### config.mk
export PLATFORM = sky130hd
export DESIGN_NAME = itof_pipe_flat
export DESIGN_NICKNAME = d
export VERILOG_FILES = /design/src/rtl/itof_pkg.sv /design/src/rtl/itof_pipe_if.sv /design/src/rtl/itof_lzc.sv /design/src/rtl/itof_pipe.sv /design/src/flat_wrapper.sv
export SDC_FILE = /design/constraint.sdc
export NUM_CORES = 1
export LEC_CHECK = 0
export CAP_MARGIN = 15
export CORE_MARGIN = 3
export CORE_UTILIZATION = 30
export DETAILED_ROUTE_END_ITERATION = 7
export GPL_ROUTABILITY_DRIVEN = 0
export GPL_TIMING_DRIVEN = 0
export MAX_ROUTING_LAYER = met4
export PLACE_DENSITY_LB_ADDON = 0.2
export SYNTH_ARGS = -nofsm -noshare
export SYNTH_HDL_FRONTEND = slang
export SYNTH_HIERARCHICAL = 1
export SYNTH_SLANG_ARGS = --single-unit
### constraint.sdc
create_clock -name clk -period 11 [get_ports clk]
set_input_delay 1.65 -clock clk [delete_from_list [all_inputs] [get_ports clk]]
set_output_delay 1.65 -clock clk [all_outputs]
set_load 0.02 [all_outputs]
### src/rtl/itof_pkg.sv
// itof_pkg: single-precision field constants and rounding-mode encoding for the itof pipeline.
package itof_pkg;
    localparam int FP_EXP_W = 8;
    localparam int FP_MAN_W = 23;
    localparam int FP_BIAS  = 127;
    typedef enum logic {RND_RNE = 1'b0, RND_TRUNC = 1'b1} rnd_e;
endpackage

### src/rtl/itof_pipe_if.sv
// itof_pipe_if: input operand and output result handshakes of the itof pipeline.
interface itof_pipe_if #(parameter int IN_W = 32);
    logic            in_valid;
    logic            in_ready;
    logic [IN_W-1:0] in_data;
    logic            in_signed;
    logic            rnd_mode;
    logic            out_valid;
    logic            out_ready;
    logic [31:0]     out_data;
    logic            out_inexact;
    modport master (output in_valid, in_data, in_signed, rnd_mode, out_ready,
                    input in_ready, out_valid, out_data, out_inexact);
    modport slave  (input in_valid, in_data, in_signed, rnd_mode, out_ready,
                    output in_ready, out_valid, out_data, out_inexact);
endinterface

### src/rtl/itof_lzc.sv
// itof_lzc: combinational leading-zero counter; an all-zero input returns W.
module itof_lzc #(
    parameter int W = 32,
    localparam int CW = $clog2(W + 1)
) (
    input  logic [W-1:0]  a_i,
    output logic [CW-1:0] cnt_o
);
    always_comb begin
        cnt_o = CW'(W);
        for (int i = 0; i < W; i++)
            if (a_i[i]) cnt_o = CW'(W - 1 - i);
    end
endmodule

### src/rtl/itof_pipe.sv
// itof_pipe: 3-stage integer to IEEE-754 single converter (sign/magnitude, normalise, round/pack).
// Define ITOF_PIPE_TRUNC_EN to honour rnd_mode; otherwise round-to-nearest-even is always used.
module itof_pipe
    import itof_pkg::*;
#(
    parameter int IN_W       = 32,
    parameter bit SIGNED_DEF = 1'b1
) (
    input logic         clk,
    input logic         rstn,
    itof_pipe_if.slave  bus
);
    localparam int LZ_W  = $clog2(IN_W + 1);
    localparam int EXT_W = IN_W + FP_MAN_W + 1;
    logic                s1_v_q, s2_v_q, out_v_q, mode_q, sgn_mode;
    logic                s1_sgn_q, s2_sgn_q, s1_sgn_d;
    logic [IN_W-1:0]     s1_mag_q, s1_mag_d, s2_norm_q, s2_norm_d;
    logic [FP_EXP_W-1:0] s2_exp_q, s2_exp_d, exp_r;
    logic [LZ_W-1:0]     lz;
    logic [31:0]         out_data_q, out_data_d;
    logic                out_inx_q, out_inx_d;
    logic                ld1, ld2, ld3, trunc, grd, stk, inc;
    logic [EXT_W-1:0]    ext;
    logic [FP_MAN_W-1:0] man;
    logic [FP_MAN_W:0]   man_r;
    assign ld3 = !out_v_q || bus.out_ready;
    assign ld2 = !s2_v_q || ld3;
    assign ld1 = !s1_v_q || ld2;
    assign bus.in_ready    = ld1;
    assign bus.out_valid   = out_v_q;
    assign bus.out_data    = out_data_q;
    assign bus.out_inexact = out_inx_q;
    assign sgn_mode = bus.in_valid ? bus.in_signed : mode_q;
    assign s1_sgn_d = sgn_mode && bus.in_data[IN_W-1];
    assign s1_mag_d = s1_sgn_d ? -bus.in_data : bus.in_data;
    itof_lzc #(.W(IN_W)) u_lzc (.a_i(s1_mag_q), .cnt_o(lz));
    assign s2_norm_d = s1_mag_q << lz;
    assign s2_exp_d  = FP_EXP_W'(FP_BIAS + IN_W - 1) - FP_EXP_W'(lz);
`ifdef ITOF_PIPE_TRUNC_EN
    logic s1_rnd_q, s2_rnd_q;
    always_ff @(posedge clk) begin
        if (ld1) s1_rnd_q <= bus.rnd_mode;
        if (ld2) s2_rnd_q <= s1_rnd_q;
    end
    assign trunc = rnd_e'(s2_rnd_q) == RND_TRUNC;
`else
    logic unused_rnd;
    assign unused_rnd = bus.rnd_mode;
    assign trunc = 1'b0;
`endif
    // Leading one is implicit; a clear top bit after normalising means the operand was zero.
    always_comb begin
        ext        = {s2_norm_q[IN_W-2:0], (FP_MAN_W + 2)'(0)};
        man        = ext[EXT_W-1 -: FP_MAN_W];
        grd        = ext[EXT_W-1-FP_MAN_W];
        stk        = |ext[EXT_W-2-FP_MAN_W:0];
        inc        = !trunc && grd && (stk || man[0]);
        man_r      = {1'b0, man} + (FP_MAN_W + 1)'(inc);
        exp_r      = s2_exp_q + FP_EXP_W'(man_r[FP_MAN_W]);
        out_data_d = s2_norm_q[IN_W-1] ? {s2_sgn_q, exp_r, man_r[FP_MAN_W-1:0]} : '0;
        out_inx_d  = grd | stk;
    end
    always_ff @(posedge clk) begin
        if (!rstn) begin
            s1_v_q     <= 1'b0;
            s2_v_q     <= 1'b0;
            out_v_q    <= 1'b0;
            out_data_q <= '0;
            out_inx_q  <= 1'b0;
            mode_q     <= SIGNED_DEF;
        end else begin
            if (ld1) begin
                s1_v_q   <= bus.in_valid;
                s1_sgn_q <= s1_sgn_d;
                s1_mag_q <= s1_mag_d;
            end
            if (ld1 && bus.in_valid) mode_q <= bus.in_signed;
            if (ld2) begin
                s2_v_q    <= s1_v_q;
                s2_sgn_q  <= s1_sgn_q;
                s2_norm_q <= s2_norm_d;
                s2_exp_q  <= s2_exp_d;
            end
            if (ld3) begin
                out_v_q    <= s2_v_q;
                out_data_q <= out_data_d;
                out_inx_q  <= out_inx_d;
            end
        end
    end
endmodule

### src/flat_wrapper.sv
// flat-port wrapper written by rule: the top's interface ports become plain ports
module itof_pipe_flat import itof_pkg::*;
#(
    parameter int IN_W       = 32,
    parameter bit SIGNED_DEF = 1'b1
)
  (clk, rstn, bus_in_valid, bus_in_data, bus_in_signed, bus_rnd_mode, bus_out_ready, bus_in_ready, bus_out_valid, bus_out_data, bus_out_inexact);
  itof_pipe_if #(.IN_W(IN_W)) bus_i ();
  input logic clk;
  input logic rstn;
  input wire logic [$bits(bus_i.in_valid)-1:0] bus_in_valid;
  input wire logic [$bits(bus_i.in_data)-1:0] bus_in_data;
  input wire logic [$bits(bus_i.in_signed)-1:0] bus_in_signed;
  input wire logic [$bits(bus_i.rnd_mode)-1:0] bus_rnd_mode;
  input wire logic [$bits(bus_i.out_ready)-1:0] bus_out_ready;
  output wire logic [$bits(bus_i.in_ready)-1:0] bus_in_ready;
  output wire logic [$bits(bus_i.out_valid)-1:0] bus_out_valid;
  output wire logic [$bits(bus_i.out_data)-1:0] bus_out_data;
  output wire logic [$bits(bus_i.out_inexact)-1:0] bus_out_inexact;
  assign bus_i.in_valid = bus_in_valid;
  assign bus_i.in_data = bus_in_data;
  assign bus_i.in_signed = bus_in_signed;
  assign bus_i.rnd_mode = bus_rnd_mode;
  assign bus_i.out_ready = bus_out_ready;
  assign bus_in_ready = bus_i.in_ready;
  assign bus_out_valid = bus_i.out_valid;
  assign bus_out_data = bus_i.out_data;
  assign bus_out_inexact = bus_i.out_inexact;
  itof_pipe #(.IN_W(IN_W), .SIGNED_DEF(SIGNED_DEF)) u_core (.clk(clk), .rstn(rstn), .bus(bus_i));
endmodule
[Word level (Yosys, flattened, before mapping)]
Cells that the tools add are included.
Storage, ports and cells
  register bits: 111
  latch bits: 0
  memory bits (writable): 0
  memory bits (read-only): 0
  input port bits: 38
  output and inout bits: 35
  word-level logic and storage cells: 65
  memories: 0
Operators by class
  add/sub/neg operators: 4
  multiply operators: 0
  div/mod/pow operators: 0
  order comparisons: 0
  eq/ne operators: 0
  shifts and indexed selects: 1
  mux-type cells: 35
  bitwise logic cells: 1
  reductions and logical operators: 13
Operators with widths (number)
  6-bit two-way mux: 32
  32-bit two-way mux: 2
  32-bit negator: 1
  32-bit by 6-bit left shift with 32-bit output: 1
  23-bit by 1-bit adder with 24-bit output: 1
  8-bit by 1-bit adder with 8-bit output: 1
  8-bit by 6-bit subtractor with 8-bit output (first input constant): 1
  7-bit OR reduction: 1
  1-bit logical OR: 4
  2-bit AND reduction: 2
  1-bit logical AND: 3
  1-bit logical NOT: 3
  1-bit two-way mux: 1
  1-bit OR: 1

[Logic depth before layout (Yosys ltp)]
Gate-level depths: netlist of run 1.
  word-level depth: 33
  gate-level depth with buffers: 13

[By module]
The synthesis of run 1 kept the hierarchy.
By module, submodules not included
  itof_pipe: times used 1, cells an instance 635, area each 6623.9 um2
  itof_lzc: times used 1, cells an instance 65, area each 367.9 um2

[Least setup slack after synthesis of run 1]
Ideal clock, no wire load.
  path type: input to register
  from: input rstn
  to: register u_core.s2_exp_q[0] (enable)
  setup time: 0.502 ns
  arrival: 5.143 ns
  data required time: 10.498 ns
  slack: 5.355 ns
  cell stages on the path: 3
  buffers on the path: 2
  cells stage by stage: clkbuf_1 -> clkbuf_1 -> a21boi_0
On the way
  word-level cells in the longest chain between the ends: 1
Ends and longest elaborated chain
  from (decl): RTL line flat_wrapper.sv:10  | input logic rstn;
  2-bit AND reduction (no line)
  to (signal assigned): RTL line itof_pipe.sv:82  | s2_exp_q <= s2_exp_d;
  to (decl): RTL line itof_pipe.sv:18  | logic [FP_EXP_W-1:0] s2_exp_q, s2_exp_d, exp_r;
Every way passes these cells.
A chain may end at the register's enable or synchronous reset.

[Worst setup path after layout of run 1]
  from: input bus_out_ready
  to: output bus_in_ready
On the way
  word-level cells in the longest chain between the ends: 3
Ends and longest elaborated chain
  from (decl): RTL line flat_wrapper.sv:15  | input wire logic [$bits(bus_i.out_ready)-1:0] bus_out_ready;
  1-bit logical OR: RTL line itof_pipe.sv:26  | assign ld3 = !out_v_q || bus.out_ready;
  1-bit logical OR: RTL line itof_pipe.sv:27  | assign ld2 = !s2_v_q || ld3;
  1-bit logical OR: RTL line itof_pipe.sv:28  | assign ld1 = !s1_v_q || ld2;
  to (decl): RTL line flat_wrapper.sv:16  | output wire logic [$bits(bus_i.in_ready)-1:0] bus_in_ready;
Every way passes these cells.

==> flow_metrics.env, run 1 <==
export IMPL_area_growth_pct=20.6
export IMPL_synth_compound_area_frac=0.139
export IMPL_numCtsBuffers=9
export IMPL_leakage_nw=2.83
export IMPL_htreeDepth=3
export IMPL_synth_simple_area_share=0.184
export IMPL_num_io_pins=73
export IMPL_fin_crit_ns=5.00
export IMPL_cp_data_arrival_time_ns=3.35
export IMPL_grt_overflow=0
export IMPL_first_global_vias=5420
export IMPL_drt_iter0_markers=440
export IMPL_synthCells=700
export IMPL_syn_mean_instance_area_um2=9.99
export IMPL_rsz0062_at_grt="no"
export IMPL_die_area_mm2=0.0252
export IMPL_status="complete, no violations"
export IMPL_fmax_ghz=0.200
export IMPL_synthArstFlopShare=0
export IMPL_slowest_stage="clkdlybuf4s50_1"
export IMPL_fin_crit_sh=0.455
export IMPL_dpl_cell_count=1085
export IMPL_cts_root_buf="clkbuf_16"
export IMPL_wl_per_cell_um=16.4
export IMPL_crit_family="buffers and inverters"
export IMPL_clk_pin_slew_ns=0.07
export IMPL_relSlewSlack=0.350
export IMPL_grtUsageTotal=0.150
export IMPL_place_area_mm2=0.00814
export IMPL_synth_top_area_share=0.318
export IMPL_hold_buffers=0
export IMPL_synth_xor_area_share=0.0752
export IMPL_setup_worst_path_end_class="output port"
export IMPL_final_max_slew_viol_count=0
export IMPL_syn_area_mm2=0.00699
export IMPL_synth_cell_types=61
export IMPL_grt_max_degree=28
export IMPL_clk_latency_ns=0.36
export IMPL_drc=0
export IMPL_max_stage_delay_ns=0.60
export IMPL_finalSetupViolCount=0
export IMPL_antenna_found_initial=0
export IMPL_initial_core_util=0.307
export IMPL_cts_resized=0
export IMPL_required_ns=9.35
export IMPL_synth_top_family_by_area="simple AND/OR/NAND/NOR gates"
export IMPL_nets=826
export IMPL_vias=5598
export IMPL_rows=55
export IMPL_die_w_um=159
export IMPL_fp_dieH_um=159
export IMPL_synthMuxAreaShare=0.136
export IMPL_synth_largest_area_cell="edfxtp_1"
export IMPL_crit_chain="clkdlybuf4s50_1 > nor2b_1 > clkbuf_1 > nand3_1 > clkdlybuf4s50_1"
export IMPL_worstMarginPinSlew_ns=0.975
export IMPL_tns_ns=0
export IMPL_synth_seq_area_share=0.424
export IMPL_dp_hpwl_um=14200
export IMPL_synth_seq_cells=111
export IMPL_powerDensity_mw_per_mm2=138
export IMPL_post_cts_setup_buffers=0
export IMPL_grt_pass1_wl_um=29000
export IMPL_io_buffers=70
export IMPL_yosys_warnings=6
export IMPL_total_power_w=0.00117
export IMPL_drive_above_1_share=0.100
export IMPL_via_per_inst=5.08
export IMPL_antenna_left=0
export IMPL_final_design_area_no_fill_mm2=0.00843
export IMPL_finalHoldViolCount=0
export IMPL_num_antenna_cells=0
export IMPL_cp_common_cell="clkdlybuf4s50_1"
export IMPL_hold_class="register to register"
export IMPL_skew_ns=0.0115
export IMPL_vdd_ir_drop_max_mv=0.0657
export IMPL_fp_coreArea_mm2=0.0228
export IMPL_cap_violations=0
export IMPL_routed_wl_um=18100
export IMPL_synth_edf_count=74
export IMPL_instances_no_fill=1101
export IMPL_cts_num_sinks=111
export IMPL_cp_num_buf_inv=3
export IMPL_synth_area_top_cells="edfxtp_1 32%, dfxtp_1 11%, mux4_2 6.1%"
export IMPL_ys_flop_type="edfxtp_1"
export IMPL_critical_path_startpoint_type="primary input"
export IMPL_crit_fanout=6
export IMPL_first_pass_iters=5
export IMPL_critPathKind="primary input to output port"
export IMPL_cts_buffer_depth=2
export IMPL_syn_num_nets=743
export IMPL_synthAdderAreaFrac=0.00895
export IMPL_cts_tree="built"
==> cell type report <==
cell class	count	area, um2
Fill cell	2312	14300
Multi-Input combinational cell	528	3800
Sequential cell	111	2960
Timing Repair Buffer	72	748
Tap cell	313	392
Clock buffer	10	239
Buffer	44	173
Inverter	17	63.8
Clock inverter	6	51.3
==> flip-flops by register name, indices dropped and copies added, names as in the netlist, 8 cells and up <==
| name | flops |
|---|---|
| u_core/bus.out_data | 32 |
| u_core/s1_mag_q | 32 |
| u_core/s2_norm_q | 32 |
| u_core/s2_exp_q | 8 |
==> worst min-delay path: stages, from the launching register on <==
cell     delay [ns]
dfxtp_1        0.33
nand2_1        0.04
o21ai_0        0.05
==> per-stage QoR <==
stage	worst slack [ns]	utilization	hold slack, ns
detailed placement	5.97	0.357	0.445
global route	5.80	0.370	0.488
floorplan	5.35	-	0.400
global placement	3.56	0.355	0.436
finish	6.00	0.370	0.454
CTS	5.97	0.370	0.462
==> layout by cell type, fill, tap and decap left out, drive strengths merged, types with 9 or more instances in the layout <==
| cell type | n |
|---|---|
| nand3 | 24 |
| nand2 | 57 |
| nor3 | 23 |
| and2 | 9 |
| mux2 | 24 |
| a22oi | 17 |
| o31ai | 9 |
| a21boi | 9 |
| clkbuf | 41 |
| mux2i | 25 |
| xor2 | 25 |
| a21oi | 25 |
| nor4 | 17 |
| edfxtp | 74 |
| inv | 20 |
| dfxtp | 37 |
| nor2 | 55 |
| o21ai | 33 |
| or4 | 9 |
| nor2b | 21 |
| nand2b | 9 |
| xnor2 | 35 |
| a211oi | 9 |
| buf | 15 |
| mux4 | 19 |
| clkdlybuf4s50 | 70 |
==> where the power goes <==
part / switching [W] / internal [W]
Combinational: 0.000161 / 0.000143
Sequential: 0.0000415 / 0.000500
Clock: 0.000158 / 0.000164
==> synthesized netlist by cell type, drive strengths merged (9+ instances only) <==
| library cell | n |
|---|---|
| mux4 | 19 |
| a21oi | 25 |
| nor2b | 21 |
| mux2i | 25 |
| a21boi | 9 |
| nand3 | 24 |
| o31ai | 9 |
| mux2 | 24 |
| dfxtp | 37 |
| nor3 | 23 |
| nand2 | 57 |
| clkbuf | 31 |
| edfxtp | 74 |
| o21ai | 33 |
| xor2 | 25 |
| a211oi | 9 |
| nor4 | 17 |
| and2 | 9 |
| buf | 13 |
| a22oi | 17 |
| xnor2 | 35 |
| nand2b | 9 |
| or4 | 9 |
| nor2 | 55 |
| inv | 17 |
==> path summary, 6_finish.rpt <==
check / start / endpoint / slack [ns] / cells past startpoint
setup / recovery: bus_out_ready / bus_in_ready / 6.00 / 5
setup reg to reg: u_core/s1_mag_q[3] / u_core/s2_norm_q[30] / 6.23 / 13
hold reg to reg: u_core/bus.out_data[16] / u_core/bus.out_data[16] / 0.45 / 2
hold / removal: u_core/bus.out_data[16] / u_core/bus.out_data[16] / 0.45 / 2
==> logic make-up (layout without fill, tap and decap cells) <==
logic type,after synthesis,after routing
AO/OA/AOI/OAI,143,143
XOR/XNOR,60,60
adder cells (fa/ha/maj),5,5
buffers and inverters,61,149
flip-flops,111,111
multiplexers,68,68
AND/OR/NAND/NOR,252,252
==> metal layers <==
layer  GRT usage  up-vias  wire (um)
li1            -     2797          -
met1       0.196     2637       8590
met2       0.240      136       8410
met3      0.0231       28        686
met4      0.0488        0        403
met5           -        -          0
(Power assumes the default switching activity.)
==> run 2: changes to the inputs <==
==> constraint.sdc (replaced) <==
create_clock -name clk -period 5.24 [get_ports clk]
set_input_delay 0.786 -clock clk [delete_from_list [all_inputs] [get_ports clk]]
set_output_delay 0.786 -clock clk [all_outputs]
set_load 0.02 [all_outputs]
==> results of run 2 <==
The final DEF is identical to that of run 1. Status: complete, no violations.
Among the figures that moved: setup slack after placement 5.97 ns -> 0.396 ns; setup slack after layout 6.00 ns -> 0.466 ns; start point of the critical path bus_out_ready -> u_core/s1_mag_q[3]; end point of the critical path bus_in_ready -> u_core/s2_norm_q[30]; register-to-register setup slack 6.23 ns -> 0.47 ns; total power 0.00117 W -> 0.00245 W; worst IR drop on VDD 0.0657 mV -> 0.138 mV
==> run 3: changes to the inputs <==
--- a/config.mk
+++ b/config.mk
@@ -13,6 +13,7 @@
 export GPL_TIMING_DRIVEN = 0
 export MAX_ROUTING_LAYER = met4
 export PLACE_DENSITY_LB_ADDON = 0.2
+export REMOVE_ABC_BUFFERS = 1
 export SYNTH_ARGS = -nofsm -noshare
 export SYNTH_HDL_FRONTEND = slang
 export SYNTH_HIERARCHICAL = 1
==> run 3 against run 2 <==
Compared with the run above: worst setup slack improved by 0.55 ns; largest cell class unchanged; critical path depth decreased by 3; routed wire length shrank 6.5%; via count fell by 3.4%; non-clock buffer count shrank 34; cell count fell by 3.1%.
==> flow_metrics.env, run 3 (synthesis gave the netlist of run 1 again) <==
export IMPL_first_pass_iters=5
export IMPL_fp_coreArea_mm2=0.0228
export IMPL_finalSetupViolCount=0
export IMPL_grt_max_degree=31
export IMPL_required_ns=5.35
export IMPL_leakage_nw=2.85
export IMPL_cts_num_sinks=111
export IMPL_p_comb_frac=0.256
export IMPL_cp_data_arrival_time_ns=4.34
export IMPL_final_design_area_no_fill_mm2=0.00849
export IMPL_place_area_mm2=0.00818
export IMPL_reg2reg_to="u_core/s2_norm_q[31]"
export IMPL_total_power_w=0.00248
export IMPL_fillers=2293
export IMPL_hold_buffers=0
export IMPL_grt_pass1_wl_um=27300
export IMPL_internal_power_w=0.00175
export IMPL_crit_chain="nor3b_1 > nor3_1 > o31ai_1 > o2111ai_1 > a221oi_4 > buf_8 > mux4_2 > mux2i_1 > o32ai_1 > a221o_1"
export IMPL_fin_crit_ns=4.23
export IMPL_critical_path_startpoint_type="register"
export IMPL_cts_buffer_depth=2
export IMPL_die_area_mm2=0.0252
export IMPL_numCtsBuffers=9
export IMPL_drc=0
export IMPL_crit_fanout=17
export IMPL_skew_ns=0.0119
export IMPL_place_ws_ns=0.989
export IMPL_routed_wl_um=16900
export IMPL_worstMarginPinSlew_ns=1.06
export IMPL_min_from="u_core/bus.out_data[17]"
export IMPL_cts_root_buf="clkbuf_16"
export IMPL_layout_common_cells="74 x edfxtp_1, 71 x clkdlybuf4s50_1, 57 x nand2_1, 55 x nor2_1, 37 x dfxtp_1"
export IMPL_vdd_ir_drop_max_mv=0.137
export IMPL_switching_share=0.297
export IMPL_dp_hpwl_um=13000
export IMPL_final_max_slew_viol_count=0
export IMPL_fin_crit_sh=0.807
export IMPL_drt_iter0_markers=454
export IMPL_instances_no_fill=1067
export IMPL_clk_latency_ns=0.36
export IMPL_r2r_start="u_core/s1_mag_q[3]"
export IMPL_antenna_left=0
export IMPL_fp_dieH_um=159
export IMPL_io_buffers=71
export IMPL_wl_per_cell_um=15.9
export IMPL_grtUsageTotal=0.140
export IMPL_p_switching_w=0.000736
export IMPL_cts_resized=0
export IMPL_first_global_vias=5012
export IMPL_nets=792
export IMPL_via_per_inst=5.07
export IMPL_setup_worst_path_end_class="register"
export IMPL_fmax_ghz=0.237
export IMPL_critPathKind="register to register"
export IMPL_timing_final_ws_setup_ns=1.01
export IMPL_finalHoldViolCount=0
export IMPL_htreeDepth=3
export IMPL_powerDensity_mw_per_mm2=293
export IMPL_reg2reg_slack_ns=1.01
export IMPL_max_stage_delay_ns=0.89
export IMPL_mostFrequentLayoutCell="edfxtp_1"
export IMPL_cts_tree="built"
export IMPL_seq_power_share=0.458
export IMPL_dpl_cell_count=1051
export IMPL_slowest_stage="a221oi_4"
export IMPL_cap_violations=0
export IMPL_drive_above_1_share=0.115
export IMPL_vias=5406
export IMPL_rows=55
export IMPL_num_io_pins=73
export IMPL_holdPathStages=2
export IMPL_die_w_um=159
export IMPL_seqCellArea_mm2=0.00296
export IMPL_antenna_found_initial=0
export IMPL_initial_core_util=0.307
export IMPL_relSlewSlack=0.294
export IMPL_worstHoldEndpoint="u_core/bus.out_data[17]"
export IMPL_area_growth_pct=21.4
export IMPL_multi_input_area_mm2=0.00384
export IMPL_r2r_cells=10
export IMPL_clk_pin_slew_ns=0.08
export IMPL_hold_class="register to register"
export IMPL_p_clk_frac=0.285
export IMPL_rsz0062_at_grt="no"
export IMPL_grt_overflow=0
export IMPL_status="complete, no violations"
export IMPL_post_cts_setup_buffers=0
export IMPL_num_antenna_cells=0
[run 3: cell types whose count changed in the layout (fill, tap and decap cells not counted), moves of 2 or more]
cell and delta:
buf_1 -7, buf_16 +4, buf_2 -6, buf_4 +2
buf_8 +2, clkbuf_1 -30, clkinv_4 -2
[run 3: metrics by stage]
step                      hold slack (ns)  TNS [ns]   util
after floorplan                     0.400    -49.30      -
after global placement              0.436   -174.05  0.348
after detailed placement            0.442         0  0.359
after CTS                           0.460         0  0.373
after global routing                0.465         0  0.373
final                               0.452         0  0.373
[run 3: routing by layer]
layer	routed length, um	global-route usage	share of wire
met5	0	-	0
met4	269	0.0373	0.016
met3	700	0.0217	0.041
met2	7620	0.217	0.45
met1	8340	0.193	0.49
[run 3: worst max-delay path by stage]
stage	end	from	slack, ns	depth (start not counted)
finish	u_core/s2_norm_q[31]	u_core/s1_mag_q[3]	1.01	10
global route	u_core/s2_norm_q[26]	u_core/s1_mag_q[3]	0.69	11
CTS	u_core/s2_norm_q[26]	u_core/s1_mag_q[3]	0.99	11
detailed placement	u_core/s2_norm_q[26]	u_core/s1_mag_q[3]	0.99	11
global placement	u_core/s2_norm_q[26]	u_core/s1_mag_q[3]	-3.53	10
floorplan	u_core/s2_norm_q[31]	u_core/s1_mag_q[3]	-1.59	9
[run 3: power by group through the flow]
| stage | clock network (W) | registers [W] | logic (W) |
|---|---|---|---|
| after floorplan | 0 | 0.00116 | 0.000393 |
| after global placement | 0 | 0.00116 | 0.000620 |
| after detailed placement | 0 | 0.00116 | 0.000636 |
| after CTS | 0.000737 | 0.00114 | 0.000638 |
| after global routing | 0.000760 | 0.00115 | 0.000697 |
| final | 0.000709 | 0.00114 | 0.000637 |
[run 3: critical path, delay by kind of cell, from the launching register on]
family	cells	cell delay (ns)
compound gates	5	1.89
buf+inv	1	0.26
flops	1	0.54
mux	2	0.96
simple gates	2	0.32
[run 3: final cells by class]
class | instances | area share
multi-input cells | 528 | 0.452
flip-flops and latches | 111 | 0.349
repair buffers | 82 | 0.109
well taps | 313 | 0.0462
clock buffers | 11 | 0.0286
inverters | 17 | 0.00752
clock inverters | 5 | 0.00723
